$ cat config.mk
export PLATFORM = sky130hd
export DESIGN_NAME = multicycle_control_fsm
export DESIGN_NICKNAME = d
export VERILOG_FILES = /design/src/rtl/multicycle_control_fsm.sv
export SDC_FILE = /design/constraint.sdc
export NUM_CORES = 1
export LEC_CHECK = 0
export ABC_CLOCK_PERIOD_IN_PS = 3250
export CORE_AREA = 2 2 65 67
export CTS_CLUSTER_SIZE = 24
export DETAILED_ROUTE_END_ITERATION = 10
export DIE_AREA = 0 0 67 69
export PLACE_DENSITY = 0.79
export SLEW_MARGIN = 20
export SYNTH_ARGS = -nofsm -noshare
export SYNTH_HDL_FRONTEND = slang
export SYNTH_SLANG_ARGS = --single-unit
export TNS_END_PERCENT = 5
$ cat constraint.sdc
create_clock -name clk -period 3.25 [get_ports clk]
set_input_delay 0.65 -clock clk [delete_from_list [all_inputs] [get_ports clk]]
set_output_delay 0.65 -clock clk [all_outputs]
set_load 0.005 [all_outputs]
$ cat src/rtl/multicycle_control_fsm.sv
// Multi-cycle LEGv8 control sequencer: fetch/decode/execute/memory/writeback with
// variable-latency memory handshakes, retire counting and a sticky fault trap.
module multicycle_control_fsm #(
   parameter int unsigned CNT_W    = 16,
   parameter int unsigned MAX_WAIT = 15
) (
   input  logic             clk,
   input  logic             reset,
   input  logic             Start,
   input  logic             Stop,
   input  logic [10:0]      Opcode,
   input  logic             Zero,
   input  logic             Imem_ready,
   input  logic             Dmem_ready,
   output logic             Reg2Loc,
   output logic             ALUSrc,
   output logic [1:0]       ALUOp,
   output logic             MemtoReg,
   output logic             RegWrite,
   output logic             MemRead,
   output logic             MemWrite,
   output logic             InstrRead,
   output logic             IRWrite,
   output logic             PCWrite,
   output logic             Branch,
   output logic             UncondBranch,
   output logic             Busy,
   output logic             Illegal,
   output logic [CNT_W-1:0] Instr_count
);

   typedef enum logic [2:0] {
      StIdle, StFetch, StDecode, StExec, StMem, StWb, StFault
   } state_e;

   typedef enum logic [2:0] {
      ClsNone, ClsR, ClsLdur, ClsStur, ClsCbz, ClsB, ClsIllegal
   } cls_e;

   localparam logic [7:0] WaitLast = 8'(MAX_WAIT - 1);

   state_e           state_q, state_d;
   cls_e             cls_q, cls_d;
   cls_e             dec_cls, cls_eff;
   logic [7:0]       wait_q, wait_d;
   logic [CNT_W-1:0] count_q, count_d;
   logic             retire;

   always_ff @(posedge clk or posedge reset) begin
      if (reset) begin
         state_q <= StIdle;
         cls_q   <= ClsNone;
         wait_q  <= 8'd0;
         count_q <= '0;
      end else begin
         state_q <= state_d;
         cls_q   <= cls_d;
         wait_q  <= wait_d;
         count_q <= count_d;
      end
   end

   always_comb begin
      dec_cls = ClsIllegal;
      casez (Opcode)
         11'b10001011000, 11'b11001011000,
         11'b10001010000, 11'b10101010000: dec_cls = ClsR;
         11'b11111000010:                  dec_cls = ClsLdur;
         11'b11111000000:                  dec_cls = ClsStur;
         11'b10110100???:                  dec_cls = ClsCbz;
         11'b000101?????:                  dec_cls = ClsB;
         default:                          dec_cls = ClsIllegal;
      endcase
   end

   // The class is not latched until the end of DECODE, so DECODE uses the live decode.
   assign cls_eff = (state_q == StDecode) ? dec_cls : cls_q;

   always_comb begin
      retire = 1'b0;
      unique case (state_q)
         StExec:  retire = (cls_q == ClsCbz) || (cls_q == ClsB);
         StMem:   retire = (cls_q == ClsStur) && Dmem_ready;
         StWb:    retire = 1'b1;
         default: retire = 1'b0;
      endcase
   end

   always_comb begin
      state_d = state_q;
      cls_d   = cls_q;
      unique case (state_q)
         StIdle: begin
            if (Start && !Stop) state_d = StFetch;
         end
         StFetch: begin
            if (Imem_ready)             state_d = StDecode;
            else if (wait_q == WaitLast) state_d = StFault;
         end
         StDecode: begin
            cls_d   = dec_cls;
            state_d = (dec_cls == ClsIllegal) ? StFault : StExec;
         end
         StExec: begin
            unique case (cls_q)
               ClsR:             state_d = StWb;
               ClsLdur, ClsStur: state_d = StMem;
               ClsCbz, ClsB:     state_d = StExec;
               default:          state_d = StFault;
            endcase
         end
         StMem: begin
            if (Dmem_ready) begin
               if (cls_q == ClsLdur) state_d = StWb;
            end else if (wait_q == WaitLast) begin
               state_d = StFault;
            end
         end
         StWb:    state_d = StWb;
         StFault: state_d = StFault;
         default: state_d = StIdle;
      endcase
      if (retire) state_d = Stop ? StIdle : StFetch;
   end

   // Counts consecutive not-ready cycles; any state change restarts it.
   always_comb begin
      wait_d = 8'd0;
      if ((state_d == state_q) && ((state_q == StFetch) || (state_q == StMem))) begin
         wait_d = wait_q + 8'd1;
      end
   end

   assign count_d     = retire ? count_q + CNT_W'(1) : count_q;
   assign Instr_count = count_q;

   always_comb begin
      Reg2Loc      = 1'b0;
      ALUSrc       = 1'b0;
      ALUOp        = 2'b00;
      MemtoReg     = 1'b0;
      RegWrite     = 1'b0;
      MemRead      = 1'b0;
      MemWrite     = 1'b0;
      InstrRead    = 1'b0;
      IRWrite      = 1'b0;
      PCWrite      = 1'b0;
      Branch       = 1'b0;
      UncondBranch = 1'b0;
      Busy         = 1'b0;
      Illegal      = 1'b0;
      unique case (state_q)
         StFetch: begin
            Busy      = 1'b1;
            InstrRead = 1'b1;
            IRWrite   = Imem_ready;
         end
         StDecode, StExec, StMem, StWb: begin
            Busy    = 1'b1;
            Reg2Loc = (cls_eff == ClsStur) || (cls_eff == ClsCbz);
            PCWrite = retire;
            if (state_q == StExec) begin
               unique case (cls_q)
                  ClsR: ALUOp = 2'b10;
                  ClsLdur, ClsStur: ALUSrc = 1'b1;
                  ClsCbz: begin
                     ALUOp  = 2'b01;
                     Branch = Zero;
                  end
                  ClsB:    UncondBranch = 1'b1;
                  default: ALUOp = 2'b00;
               endcase
            end
            if (state_q == StMem) begin
               MemRead  = (cls_q == ClsLdur);
               MemWrite = (cls_q == ClsStur);
            end
            if (state_q == StWb) begin
               RegWrite = 1'b1;
               MemtoReg = (cls_q == ClsLdur);
            end
         end
         StFault: Illegal = 1'b1;
         default: Busy = 1'b0;
      endcase
   end

endmodule

==> results list <==
- Result of the run: completed
- Along the worst path, the maximum fanout reaches 3.
* Gp weighted congestion: 0.845
- After synthesis the netlist holds a flip-flop and latch count of 30.
- Area of the multi-input gates: 1120 um^2
* Launching element type of the critical path: input port
- Buffers added to address setup during post-CTS repair amount to 0.
- Synthesis Warnings: 0
* Count of cells along the worst register-to-register path: 6
- The worst hold path terminates at Instr_count[15]$_DFFE_PP0P_.
- In this run the tightest slew margin relative to its limit is 70.4%.
- Fraction of the yosys area taken by sequential cells: 39.9%
* Final max-slew violation count: 0
- Final setup violation count: 0
* Detail-routed via count per cell: 5.52
* Worst endpoint required time: 2.60 ns
- Htree depth: 2
- The critical path starts at Opcode[2].
- The startpoint identified for the worst hold timing path is Instr_count[15]$_DFFE_PP0P_.
* Leakage Power: 1.11 nW
- After detailed routing, the average wire length per cell comes to 14.1 um.
* Diodes inserted: 0
- Clock buffer count from CTS: 5
- The floorplan step set the die height to 69 um.
* Via Count: about 1700
- The via count of the first global-routing pass was 1758.
* Number of inserted filler cells in the final layout: 331
* Path category of the worst min-delay check: flop to flop
- The synthesized design contains 0 enable-type register cells.
- Max Cap Violations: 0
- The cell that appears most often on the critical path is sky130_fd_sc_hd__dlygate4sd2_1.
- At the end of the flow the core is filled with cells to 68.2%.
- In this run the tool buffered the top-level ports with 48 buffer cells.
- Synthesis-to-finish area growth: 41.8%
- Terminus of the critical flop-to-flop path: wait_q[6]$_DFF_PP0_
- Detailed placement ended at an HPWL of between 3000 and 4000 um.
- For this run, the leading register cell type out of synthesis is sky130_fd_sc_hd__dfrtp_1.
* Commonest non-fill, non-tap cell in the layout: sky130_fd_sc_hd__clkdlybuf4s50_1
- CTS Root Cell: sky130_fd_sc_hd__clkbuf_8
* Highest-count cells in the layout ignoring fill and taps: sky130_fd_sc_hd__clkdlybuf4s50_1 (38), sky130_fd_sc_hd__dfrtp_1 (30), sky130_fd_sc_hd__nor2_1 (20), sky130_fd_sc_hd__xnor2_1 (16)
- Cell-by-cell trace of the critical path: dlygate4sd2_1, nand4b_1, or4b_4, o211ai_1, nor2_1, a2bb2o_2, dlygate4sd2_1
- Fmax achieved: 0.319 GHz
* Clock transition at the registers of the reported paths: approximately 0.060 ns
* Worst slack at placement: -0.325 ns
- A synthesized cell averages slightly above 9 um^2.
* Largest stage delay on the critical path: 0.51 ns
* Hold slack: 0.469 ns
- Final setup skew: between 0.003 and 0.004 ns
* Full die area: about 4600 um^2
- In the finished design, the share of the clock period the worst path needs comes to a little over nine tenths.
- In this run the deepest clock path goes through 2 buffers.
* Pin count of the biggest net entering global routing: 31
- In the final layout, the share of cells above drive strength 1 is ~14%.
- Iteration-0 DRC Markers: about 140
* Residual overflow from global routing: 0
- The die is 67 um wide.
* Initial Util: 48.0%
- Layout net count: 287
- Registers take ~750 um^2.
- In the post-route analysis, the smallest setup slack over all paths is 0.120 ns.
* Period minus WS final: 3.13 ns
* Number of design rule violations left after detail routing: 0
- Data on the critical path arrives at its endpoint at 2.48 ns.
* Initial antenna violation count: 0
* Hold-critical path depth: 1
- Sinks on Clock Net: 30
- Wire length reported by the detailed router: 4450 um
- The region available for standard cell placement spans about 4000 um^2.
* Critical path class: input port to output pin
- The first global-routing pass estimated 7610 um of wire.
- Clock latency on the worst-skew pair, taken at its later pin, is 0.28 ns.
* Top Ports: just under 50
- For this run, the detailed router's first-pass iteration total came to 4.
- The floorplan has 23 rows.
- TritonCTS built the clock tree.
- Startpoint of the worst-slack reg-to-reg timing path: state_q[0]$_DFF_PP0_
* Post-synth ARST share: 100%
- Synthesis produced about 200 cells.
- Worst IR Drop VDD: approximately 0.37 mV
* Netlist Area Pre-Place: 1880 um^2
* Syn nets: 224
* Number of library cell types mapped by synthesis: 50
- Transition time of the tightest slew-check pin: 0.439 ns
* Number of nets still failing antenna checks after routing: 0
- The hold violation count in the final report came to 0.
- Standard cell with the maximum stage delay on the critical path: sky130_fd_sc_hd__or4b_4
- For flop-to-flop paths, the worst setup slack is around 1.3 ns.
- Pwr dens: ~400 nW/um^2
- The worst setup path is captured at an output pin.
- Total GRT Usage: 21.1%
[layer usage]
metal / GRT usage, % / wire, um / vias to the layer above / part of all wire, %
met1: 27.0 / 1960 / 822 / 44
met4: 10.7 / 72 / 0 / 1.6
met3: 2.94 / 212 / 6 / 4.8
li1: - / - / 863 / -
met2: 34.0 / 2200 / 53 / 49
met5: 0 / 0 / - / 0
[through the flow]
stage	total power [W]	instance area (um^2)	instances	setup TNS, ns
floorplan	0.000607	1880	202	0
global placement	0.000711	2500	308	-0.260
detailed placement	0.000715	2500	308	-0.325
CTS	0.00108	2610	316	0
global route	0.00115	2670	316	-0.00507
finish	0.00108	2670	316	0
[flip-flops by register name (all words and copies together), names as in the netlist]
signal	flops
wait_q	8
cls_q	3
Instr_count	16
state_q	3
[critical path: cells and delay by family]
kind | cells | cell delay, ns
compound gates | 2 | 0.53
buf+inv | 2 | 0.53
simple gates | 3 | 0.77
[kinds of logic (layout without fill, tap and decap cells)]
logic type,after synthesis,count (layout),synth area share (%)
AOI/OAI and AO/OA,28,28,11.0
xor gates and xnor gates,21,21,9.78
adders and majority gates,4,4,2.66
buffers and inverters,13,77,3.06
DFF,30,30,39.9
muxes,2,2,1.13
and+or+nand+nor,104,104,32.5
[worst max path at each step]
stage               to  depth (start not counted)  slack, ns
6_report       Reg2Loc                          7       0.12
5_1_grt        Reg2Loc                          8     -0.005
4_1_cts        Reg2Loc                          8       0.04
3_5_place_dp   Reg2Loc                          7      -0.32
3_3_place_gp   Reg2Loc                          7      -0.26
2_1_floorplan  Reg2Loc                          5       0.71
[layout make-up]
class                   instances  area share (%)
clock buffers                   5            2.58
flip-flops and latches         30            28.1
repair buffers                 63            22.5
inverters                       6           0.844
multi-input cells             159            42.1
clock inverters                 3            1.50
well taps                      50            2.35
[synth_stat cells (all sizes together), types with 6 or more instances]
library cell	n	share of area (%)
a21oi	7	2.1
and2	7	2.3
dfrtp	30	40
inv	6	1.2
nand2	10	2.0
nand3	15	4.0
nand4	10	3.3
nor2	20	4.0
nor3	6	1.6
xnor2	16	7.5
[power by group]
group          total, W  internal (W)  switching, W
registers      0.000448      0.000399     0.0000488
logic          0.000266      0.000141      0.000126
clock network  0.000365      0.000225      0.000140
total           0.00108      0.000765      0.000314
[timing repair]
item                       in CTS  in global routing
pin swaps                       3                  3
hold buffers                    0                  0
setup endpoints to repair       1                  1
resized for setup               7                 12
No activity file was read; power rests on OpenSTA's default activity.
